==> config.mk <==
export PLATFORM = sky130hd
export DESIGN_NAME = alu
export DESIGN_NICKNAME = d
export VERILOG_FILES = /design/src/rtl/alu_pkg.sv /design/src/rtl/alu.sv
export SDC_FILE = /design/constraint.sdc
export NUM_CORES = 1
export LEC_CHECK = 0
export ABC_AREA = 1
export BUFFER_PORTS_ARGS = -buffer_cell sky130_fd_sc_hd__buf_4
export CORE_UTILIZATION = 40
export DETAILED_ROUTE_END_ITERATION = 7
export GPL_ROUTABILITY_DRIVEN = 0
export PLACE_DENSITY_LB_ADDON = 0.12
export SLEW_MARGIN = 25
export SYNTH_ARGS = -nofsm -noshare
export SYNTH_HDL_FRONTEND = slang
export SYNTH_SLANG_ARGS = --single-unit
==> constraint.sdc <==
create_clock -name vclk -period 11.5
set_clock_uncertainty 0.05 [all_clocks]
set_input_delay 1.725 -clock vclk [all_inputs]
set_output_delay 1.725 -clock vclk [all_outputs]
set_load 0.05 [all_outputs]
==> src/rtl/alu_pkg.sv <==
// Shared ALU function codes and operand-width encodings; micro-op decoders
// import this package too so both sides agree on the encoding.
package alu_pkg;
  localparam logic [3:0] FN_ADD  = 4'd0;
  localparam logic [3:0] FN_SL   = 4'd1;
  localparam logic [3:0] FN_SEQ  = 4'd2;
  localparam logic [3:0] FN_SNE  = 4'd3;
  localparam logic [3:0] FN_XOR  = 4'd4;
  localparam logic [3:0] FN_SR   = 4'd5;
  localparam logic [3:0] FN_OR   = 4'd6;
  localparam logic [3:0] FN_AND  = 4'd7;
  localparam logic [3:0] FN_SUB  = 4'd10;
  localparam logic [3:0] FN_SRA  = 4'd11;
  localparam logic [3:0] FN_SLT  = 4'd12;
  localparam logic [3:0] FN_SGE  = 4'd13;
  localparam logic [3:0] FN_SLTU = 4'd14;
  localparam logic [3:0] FN_SGEU = 4'd15;

  localparam logic DW_32 = 1'b0;
  localparam logic DW_64 = 1'b1;

  localparam int XLEN = 64;
endpackage

==> src/rtl/alu.sv <==
// Combinational integer ALU: add/sub, compares, shifts and logic ops with
// optional 32-bit word mode (results sign-extended from bit 31).
module alu
  import alu_pkg::*;
(
  input  logic            clock,
  input  logic            reset,
  input  logic            io_dw,
  input  logic [3:0]      io_fn,
  input  logic [XLEN-1:0] io_in1,
  input  logic [XLEN-1:0] io_in2,
  output logic [XLEN-1:0] io_out,
  output logic [XLEN-1:0] io_adder_out,
  output logic            io_cmp_out
);
  // Stateless datapath: clock and reset are part of the interface only.
  logic unused_clk_rst;
  assign unused_clk_rst = &{1'b0, clock, reset};

  logic            is_sub;
  logic [XLEN-1:0] in2_inv;
  logic [XLEN-1:0] xor_v;
  logic            slt;

  assign is_sub       = io_fn[3];
  assign in2_inv      = is_sub ? ~io_in2 : io_in2;
  assign io_adder_out = io_in1 + in2_inv + {{(XLEN-1){1'b0}}, is_sub};
  assign xor_v        = io_in1 ^ in2_inv;

  // Signs equal: difference sign decides; otherwise the operand signs decide.
  assign slt = (io_in1[XLEN-1] == io_in2[XLEN-1]) ? io_adder_out[XLEN-1]
             : (io_fn[1] ? io_in2[XLEN-1] : io_in1[XLEN-1]);
  assign io_cmp_out = io_fn[0] ^ (io_fn[3] ? slt : (xor_v == '0));

  logic [5:0]      shamt;
  logic [XLEN-1:0] sh_src;
  logic [XLEN:0]   sh_ext;
  logic [XLEN-1:0] shr;
  logic [XLEN-1:0] shl;

  assign shamt  = {io_in2[5] & io_dw, io_in2[4:0]};
  assign sh_src = io_dw ? io_in1 : {{32{is_sub & io_in1[31]}}, io_in1[31:0]};
  // Extra top bit carries the fill value so one arithmetic shift covers SR and SRA.
  assign sh_ext = $signed({is_sub & sh_src[XLEN-1], sh_src}) >>> shamt;
  assign shr    = sh_ext[XLEN-1:0];
  assign shl    = sh_src << shamt;

  logic [XLEN-1:0] res;

  always_comb begin
    res = '0;
    case (io_fn)
      FN_ADD, FN_SUB: res = io_adder_out;
      FN_SL:          res = shl;
      FN_SR, FN_SRA:  res = shr;
      FN_XOR:         res = io_in1 ^ io_in2;
      FN_OR:          res = io_in1 | io_in2;
      FN_AND:         res = io_in1 & io_in2;
      FN_SEQ, FN_SNE, FN_SLT, FN_SGE, FN_SLTU, FN_SGEU:
                      res = {{(XLEN-1){1'b0}}, io_cmp_out};
      default:        res = '0;
    endcase
  end

  assign io_out = io_dw ? res : {{32{res[31]}}, res[31:0]};
endmodule

# [After elaboration in Yosys (flattened, before gate mapping)]
# Cells that the tools add are included.
[word_totals] reg_bits=0 inputBits=135 word_cells=39
[op_classes] addsub=2 eq_ne=14 n_shift=2 n_mux=7 bitwise_logic=9 n_reduce_logical=5
[ops] op="$pmux W64 S7" n=1
[ops] op="$mux W64" n=3
[ops] op="$xor A64 B64 Y64" n=2
[ops] op="$sshr A65 B6 Y64" n=1
[ops] op="$add A64 B1 Y64" n=1
[ops] op="$add A64 B64 Y64" n=1
[ops] op="$and A64 B64 Y64" n=1
[ops] op="$logic_not A64 Y1" n=1
[ops] op="$not A64 Y64" n=1
[ops] op="$or A64 B64 Y64" n=1
[ops] op="$shl A64 B6 Y64" n=1
[ops] op="$eq A4 B4 Y1 const B" n=6
[ops] op="$eq A4 B3 Y1 const B" n=4
[ops] op="$eq A4 B2 Y1 const B" n=2
[ops] op="$reduce_or A6 Y1" n=1
[ops] op="$eq A4 B1 Y1 const B" n=1
[ops] op="$logic_not A4 Y1" n=1
[ops] op="$reduce_or A2 Y1" n=2
[ops] op="$and A1 B1 Y1" n=3
[ops] op="$mux W1" n=3
[ops] op="$eq A1 B1 Y1" n=1
[ops] op="$xor A1 B1 Y1" n=1

# [Longest topological paths before layout]
# Gate-level depths: netlist of run 1.
[depth] depth_word=9 mapped_depth=25 depth_no_buf=21

# [Worst setup path after synthesis of run 1]
# OpenSTA, ideal clock, no wires.
[synth_path] kind="in2out" startpoint="input io_in2[2]" endpoint="output io_out[33]" arrival_ns=5.295 slack_ns=4.430 path_stages=22 path_buffers=5 path_cell_list="buf_2 > buf_2 > buf_1 > clkbuf_1 > xor2_1 > ha_1 > a21oi_1 > nand2_4 > nand2_2 > nand2_2 > nand2_2 > nand2_2 > nand2_2 > nand2_4 > xor2_2 > nand2_1 > nand3_1 > inv_1 > nand2_2 > nand2_4 > buf_12 > nand2_2"
[synth_between] elab_chain_len=6 word_cells_on_any_way=8 classes_between="2 x add/sub; 2 x shift; 3 x mux; 1 x bitwise"
[synth_rtl] item="from (decl)" line="alu.sv:11" source="input logic [XLEN-1:0] io_in2,"
[synth_rtl] item="$not A64 Y64" line="alu.sv:26" source="assign in2_inv = is_sub ? ~io_in2 : io_in2;"
[synth_rtl] item="$mux W64 *" line="alu.sv:26"
[synth_rtl] item="$add A64 B64 Y64 *" line="alu.sv:27" source="assign io_adder_out = io_in1 + in2_inv + {{(XLEN-1){1'b0}}, is_sub};"
[synth_rtl] item="$add A64 B1 Y64 *" line="alu.sv:27"
[synth_rtl] item="named net io_adder_out[31]" line="alu.sv:13" source="output logic [XLEN-1:0] io_adder_out,"
[synth_rtl] item="$pmux W64 S7 *" line="alu.sv:52" source="case (io_fn)"
[synth_rtl] item="$mux W64 *" line="alu.sv:65" source="assign io_out = io_dw ? res : {{32{res[31]}}, res[31:0]};"
[synth_rtl] item="to (decl)" line="alu.sv:12" source="output logic [XLEN-1:0] io_out,"
# The timed path passes the listed nets; every way through them passes the cells marked *.

# [Worst setup path after layout of run 1]
[layout_path] startpoint="input io_fn[3]" endpoint="output io_out[41]"
[layout_between] elab_chain_len=6 word_cells_on_any_way=27 classes_between="2 x add/sub; 13 x eq/ne; 2 x shift; 4 x mux; 2 x bitwise; 4 x reduce/logical"
[layout_rtl] item="from (decl)" line="alu.sv:9" source="input logic [3:0] io_fn,"
[layout_rtl] item="parallel branches: the longest is 4 deep, another holds $add A64 B64 Y64"
[layout_rtl] item="$pmux W64 S7 *" line="alu.sv:52"
[layout_rtl] item="$mux W64 *" line="alu.sv:65"
# Every way passes the cells marked *.

==> results of run 1 <==
## worst max-delay path: cells and delay by family
kind,cells,cell delay [ps]
and+or+nand+nor,10,1680
buffers and inverters,5,1510
adders and majority gates,1,530
xor gates and xnor gates,2,470
## through the flow
stage                     instance area (sq um)  utilization  hold WS, ps
after global placement                    20260       0.4464         3866
after floorplan                           18430            -         3737
after detailed placement                  20260       0.4464         3875
after CTS                                 20260       0.4464         3877
after global routing                      20260       0.4465         3938
final                                     20260       0.4465         3873
## cell type report
| cell class | instances | share of cell area |
|---|---|---|
| antenna | 2 | 0.0002470 |
| tap | 600 | 0.03705 |
| timing repair buffer | 281 | 0.1041 |
| inverter | 368 | 0.06903 |
| multi-input combinational | 3017 | 0.7896 |
## power by group
part           switching [mW]  internal [mW]  leakage (nW)
clock                       0  0.00000000580    0.00000962
sequential                  0              0             0
combinational            1.30          0.476          10.8
## cell families after synthesis
| group | after synthesis |
|---|---|
| AOI/OAI and AO/OA | 561 |
| xor gates and xnor gates | 98 |
| adders and majority gates | 193 |
| buffers and inverters | 565 |
| muxes | 13 |
| and+or+nand+nor | 2152 |
## synth_stat cells, types with 5 or more instances
| cell | number | area share |
|---|---|---|
| nand2_1 | 1201 | 0.24 |
| nand3_1 | 534 | 0.15 |
| inv_1 | 344 | 0.070 |
| nor2_1 | 245 | 0.050 |
| ha_1 | 192 | 0.13 |
| a21oi_1 | 178 | 0.048 |
| o21ai_0 | 144 | 0.039 |
| xor2_1 | 93 | 0.044 |
| clkbuf_1 | 88 | 0.018 |
| o21ai_1 | 79 | 0.021 |
| a221oi_1 | 53 | 0.025 |
| nand2_2 | 44 | 0.015 |
| nand4_1 | 41 | 0.014 |
| buf_2 | 40 | 0.011 |
| buf_1 | 39 | 0.0079 |
| o21ai_2 | 35 | 0.017 |
| o211ai_1 | 34 | 0.014 |
| and2_1 | 32 | 0.011 |
| inv_2 | 21 | 0.0043 |
| nor4_1 | 17 | 0.0058 |
| buf_6 | 14 | 0.0086 |
| mux2i_1 | 13 | 0.0071 |
| o2111ai_1 | 12 | 0.0057 |
| buf_4 | 8 | 0.0033 |
| buf_12 | 7 | 0.0076 |
| o21bai_1 | 7 | 0.0029 |
| or2_2 | 7 | 0.0024 |
| nand2_4 | 6 | 0.0037 |
| nor3_1 | 6 | 0.0016 |
| or2_1 | 5 | 0.0017 |
## routing by layer
| metal | global-route usage | wire length, um | part of all wire | up-vias |
|---|---|---|---|---|
| met5 | 0 | 26 | 0.00026 | - |
| met4 | 0.2606 | 7464 | 0.075 | 4 |
| met3 | 0.06975 | 11320 | 0.11 | 299 |
| met2 | 0.6169 | 41990 | 0.42 | 1533 |
| met1 | 0.5302 | 39330 | 0.39 | 11750 |
| li1 | - | - | - | 12000 |
## path summary, 6_finish.rpt
kind                     start    endpoint  slack, ps  cells after the start
worst max-delay path  io_fn[3]  io_out[41]       3740                     18
worst min-delay path  io_fn[0]   io_out[0]       3870                      5
==> run summary, run 1 <==
The average routed wire per standard cell is ~23 um. The global-route total usage across every layer is 0.4071. The number of iterations in the first detailed-routing pass came out at 8. The required time of the critical path came out at ~9700 ps. The number of pins with negative max-slew slack in the final report is 0. Of the total synthesized cell area, the portion taken by XOR and XNOR cells is 0.04699.

The top fanout value on the critical path is 41. The path class of the tightest hold or removal check is input port to output port. The power per cell area is 87.64 mW/mm^2. By area, the combinational part of the netlist is dominated by simple AND/OR/NAND/NOR gates. The average size of a mapped cell came out at between 5 and 6 sq um. The number of placement rows is approximately 80.

The fraction of the cycle the final worst path needs is 0.6751. The setup fix buffers added after clock tree synthesis is 0. The number of clock-tree buffers in the layout is 0. The endpoint kind of the worst setup timing path is an output port. The number of fill cells is 5462.

The number of global-route vias before repair came to 23140. The minimum period implied by the final worst setup slack is slightly below 8000 ps. The number of violations of the max-capacitance limit is 0. The initial antenna violation count came out at 5. The most numerous cell type found on the critical path is nand2_1. The placeable core region is 0.04538 sq mm. The worst setup slack after layout came out at between 3000 and 4000 ps.

The total placed cells including tap cells came out at around 4300. Summed over all cells, the static leakage comes to ~11 nW. The first global-routing pass estimated about 140 mm of wire. The first routing iteration left 3758 violations. The library cells used most frequently in the layout, excluding fill and tap cells, are nand2_1 (1199), nand3_1 (534), inv_1 (341). The worst setup path is launched from an input port. The final total negative setup slack is 0 ps. The sequential cell count came out at 0. The global-route congestion overflow total is 0.

The synthesized netlist cell count came out at roughly 3600. The effective utilization at floorplan is 0.4060. Hold repair after CTS inserted 0 buffers. The checks that failed: design-rule violations.

Data arrives at the worst endpoint at 5990 ps. The number of nets in the synthesized netlist is roughly 4000. The total design power is ~1.8 mW.

The run finished, with violations left. Once detail routing completed, the nets flagged for antenna violations numbered 0. The proportion of synthesized area in mux cells is 0.007062.

For this design, the slowest cell found on the critical path is buf_4. The slew at the pin closest to its max-slew limit came out at 1162 ps. The die outline width is between 200 and 250 um. The sum of routed wire length over all layers is approximately 100 mm. The classification of the worst setup path is input port to output port. The post-placement setup slack came out at between 3000 and 4000 ps. The post-synthesis compound-gate area fraction came to 0.1812. The adder-cell area share of the yosys netlist came out at 0.1315.

The full die area is ~0.047 sq mm. The count of endpoints failing setup in the final report is 0. Summing all multi-input logic gate instances after layout gives ~0.016 sq mm.

Of the cells placed in the final design, the portion with a size suffix greater than 1 is 0.1127. The delay of the slowest cell on the worst path is roughly 600 ps. Measured along the y axis, the die boundary spans approximately 220 um. The mean number of vias per cell is between 5 and 6.

The maximum clock frequency is between 100 and 150 MHz. After synthesis the cells add up to 0.01843 sq mm. The pin count of the biggest net entering global routing is between 80 and 90. Walking the worst path, the cells encountered are buf_4 > buf_4 > xor2_1 > ha_1 > nand2_1 > nor2_1 > inv_1 > nor2_1 > inv_1 > nor2_1 > nand3_1 > nand2_1 > xor2_1 > nand2_1 > nand3_1 > nand2_1 > nand2_2 > buf_4. The count of port buffers added during placement came out at 262.

Setup repair after global routing left no endpoint under its margin. Detailed placement finished with a half-perimeter wire length of just over 80 mm. The top-level port count came out at between 200 and 300.

The distinct cell type count of the synthesized netlist came out at 55. The number of hold-slack violations in the final timing report was 0. For this run, the register share of the synthesized area comes to 0. The area used by sequential logic in the layout is 0 sq um. The total via count after detailed routing is about 26000.

The worst slew slack as a fraction of its limit came out at 0.2182. The library cell used most frequently in the layout, excluding fill and tap cells, is nand2_1. The number of cells in the finished layout apart from fillers came out at approximately 4300. The final net count came out at around 4000. The number of warning messages in the yosys log is 0.

The layout overhead on the synthesized area came out at 9.975%. Of the total synthesized cell area, the portion taken by AND, OR, NAND and NOR gates is 0.5009. The number of design rule violations left after detail routing came out at 8. VDD sags by at most approximately 0.098 mV. Gates resized during post-CTS repair numbered 0.
(Power assumes the default switching activity.)
==> inputs of run 2 (changes only) <==
ABC_AREA = 0   (was 1)
clock period = 6.25 ns   (was 11.5 ns; I/O delays follow)
==> run summary, run 2 <==
The area used by sequential logic in the layout is 0 sq um. The worst hold path passes through 3 cells. The number of placement rows came out at 75. The full die area came out at around 0.044 sq mm. Compared with the post-synthesis result, the final layout area differs by 17.18%.

The switching power as a share of total power came out at 0.6904. During synthesis, Yosys emitted a total of 0 warnings. Headroom to the max-slew limit came out at 0.2337. The distinct cell type count of the synthesized netlist is 77. The power per cell area came out at roughly 180 mW/mm^2.

The DRC violation total after the first TritonRoute iteration is a little under 4000. The total cell area at the placement stage is between 0.015 and 0.02 sq mm. The synthesized netlist cell count is 2555. Counting I/O delays and the setup requirement, the final critical path takes between 6000 and 7000 ps.

The top fanout value on the critical path is 34. The number of antenna-violating nets in the routed design came out at 0. Setup repair after global routing left no endpoint under its margin. The final net count is 3011.

The worst hold path begins at io_in1[0]. The number of hold buffers added after CTS was 0. The count of endpoints failing setup in the final report came out at 0. The post-CTS resize count came out at 0. The path type of the worst min-delay path is input port to output port. The average size of a mapped cell came out at roughly 6.7 sq um. The slew at the pin closest to its max-slew limit is ~1100 ps. The number of violations of the max-capacitance limit came out at 0.

The final reports fail on design-rule violations. Detailed routing inserted a total of ~23000 vias. The run finished, with violations left. The internal power contribution is between 1 and 1.5 mW. The finished cells cover about 0.020 sq mm. The final total negative setup slack is 0 ps. In the layout the commonest cells are buf_4 (343), nor2_1 (261), nand2_1 (246).

The initial antenna violation count is 4. The wire length of the first global-routing pass is between 100 and 150 mm. Leaving out fill and tap cells, the most frequent cell in the layout is buf_4. The portion of synthesized cell area occupied by the leading cell type came out at 0.1407. The fraction of layout cells with a size suffix above 1 is 0.1943. The required time of the critical path is 5260 ps. The number of design rule violations left after detail routing is 12. The vertical die dimension came out at around 210 um. After floorplanning, the core was sized to cover ~0.042 sq mm. The number of iterations in the first detailed-routing pass is 8. In the post-synthesis netlist, the biggest area contributors are ha_1 (14%), mux4_2 (8.0%), mux2i_1 (7.3%). The die outline width came out at around 210 um.

The number of nets handed over by synthesis was a little under 3000. The most common cell in the synthesized netlist is nor2_1. For the worst setup path, the data arrival time is 5110 ps.

The top-level port count is roughly 260. The sequential group share of total power came out at 0. The endpoint kind of the worst setup timing path is an output port.

Across every metal layer, demand over resource in global routing totals 0.4093. The relative contribution of the clock network to total power is 0. The number of hold-slack violations in the final timing report is 0. The worst hold path terminates at io_adder_out[0].

The pin count of the biggest net entering global routing is 125. The global-route congestion overflow total is 0. The static leakage came out at 9.128 nW. The total half-perimeter wirelength after legalization and detailed placement came out at 74.27 mm. The worst setup path is of the input port to output port kind. The area of combinational cells with multiple inputs came out at 0.01598 sq mm. Wires add up to roughly 93 mm.

The average routed wire per standard cell came out at approximately 29 um. The netlist area before placement is 0.01707 sq mm. The clock buffers instantiated in the layout total 0. The post-placement setup slack is between 50 and 60 ps. By count the netlist is led by nor2_1 (262), nand2_1 (247), o21ai_0 (194), a21oi_1 (192), ha_1 (192). Setup slack on the critical path of the routed design comes to around 150 ps. The number of global-route vias before repair came out at between 20000 and 25000. The share of the yosys chip area belonging to registers is 0. STA classifies the critical path startpoint as an input port. In the finished design the tool counted flip-flops and latches totalling 0. The maximum clock frequency came out at 164.0 MHz. On the final layout, the worst hold slack is about 2300 ps.

The number of fill cells is roughly 4400. The number of pins with negative max-slew slack in the final report came out at 0. The total net switching power is approximately 2.4 mW. Of the total power, combinational logic draws 1.000. The fraction of the cycle the final worst path needs is 0.9755. The count of port buffers added during placement came out at roughly 260.

Using the TritonRoute via totals, the vias-per-cell ratio works out to around 7. The initial utilization of the core area, before any placement, comes to 0.4061. The biggest area contributor in the post-synthesis netlist is ha_1. Measured on the finished design, the core utilization comes to 0.4759. The worst vdd rail ir drop came out at 0.2198 mV. Buffers added to address setup during post-CTS repair amount to 0.
run 2: cell count changes after synthesis, moves of 50 or more:
cell | before | now
clkbuf_1 | 88 | 144
inv_1 | 344 | 157
mux2i_1 | 13 | 125
mux4_2 | 0 | 61
nand2_1 | 1201 | 247
nand3_1 | 534 | 78
o21ai_0 | 144 | 194
run 2: logic make-up (layout without fill, tap and decap cells):
logic type / Yosys count / in the layout / share of synthesized area
adders and majority gates: 193 / 193 / 0.1419
other: 0 / 1 / 0
muxes: 214 / 214 / 0.1722
AOI/OAI and AO/OA: 854 / 854 / 0.3238
buffers and inverters: 385 / 511 / 0.08912
and+or+nand+nor: 779 / 779 / 0.2063
xor gates and xnor gates: 130 / 130 / 0.06669
run 2: power groups by stage:
stage | Clock, mW | Combinational (mW) | Sequential (mW)
after floorplan | 0 | 2.19 | 0
after global placement | 0 | 3.34 | 0
after detailed placement | 0 | 3.35 | 0
after CTS | 0 | 3.37 | 0
after global routing | 0 | 3.61 | 0
final | 0.0000000661 | 3.50 | 0
run 2: critical path, stage by stage:
cell,delay [ps]
buf_6,350
xor2_1,140
ha_1,480
nand2_1,210
nor4_1,360
nand2b_1,110
or4_4,500
a21oi_4,290
a2111oi_2,190
nor4b_4,470
nand2b_1,300
xnor2_4,110
a221o_2,380
buf_4,190
run 2: worst max path at each step:
stage	startpoint	endpoint	slack, ps	cells after the start
after floorplan	io_fn[3]	io_out[52]	-70	16
after global placement	io_fn[3]	io_out[46]	150	15
after detailed placement	io_fn[3]	io_out[53]	50	16
after CTS	io_fn[3]	io_out[53]	40	16
after global routing	io_fn[3]	io_out[56]	40	15
final	io_fn[3]	io_out[63]	150	14
run 2: final cells by class:
type	count	share of cell area
Multi-Input combinational cell	2170	0.7989
Antenna cell	1	0.0001251
Timing Repair Buffer	352	0.1373
Inverter	159	0.02996
Tap cell	539	0.03371
run 2: metrics by stage:
step / instances / power (mW)
6_report: 3221 / 3.503
5_1_grt: 3220 / 3.609
4_1_cts: 3220 / 3.371
3_5_place_dp: 3220 / 3.352
3_3_place_gp: 3220 / 3.340
2_1_floorplan: 2555 / 2.194
run 2: per-layer routing:
metal | vias to the layer above | routed length, um | track usage
met5 | - | 23 | 0
met4 | 4 | 5845 | 0.1970
met3 | 344 | 13700 | 0.1282
met2 | 1843 | 37990 | 0.5974
met1 | 10680 | 35940 | 0.5430
li1 | 9672 | - | -
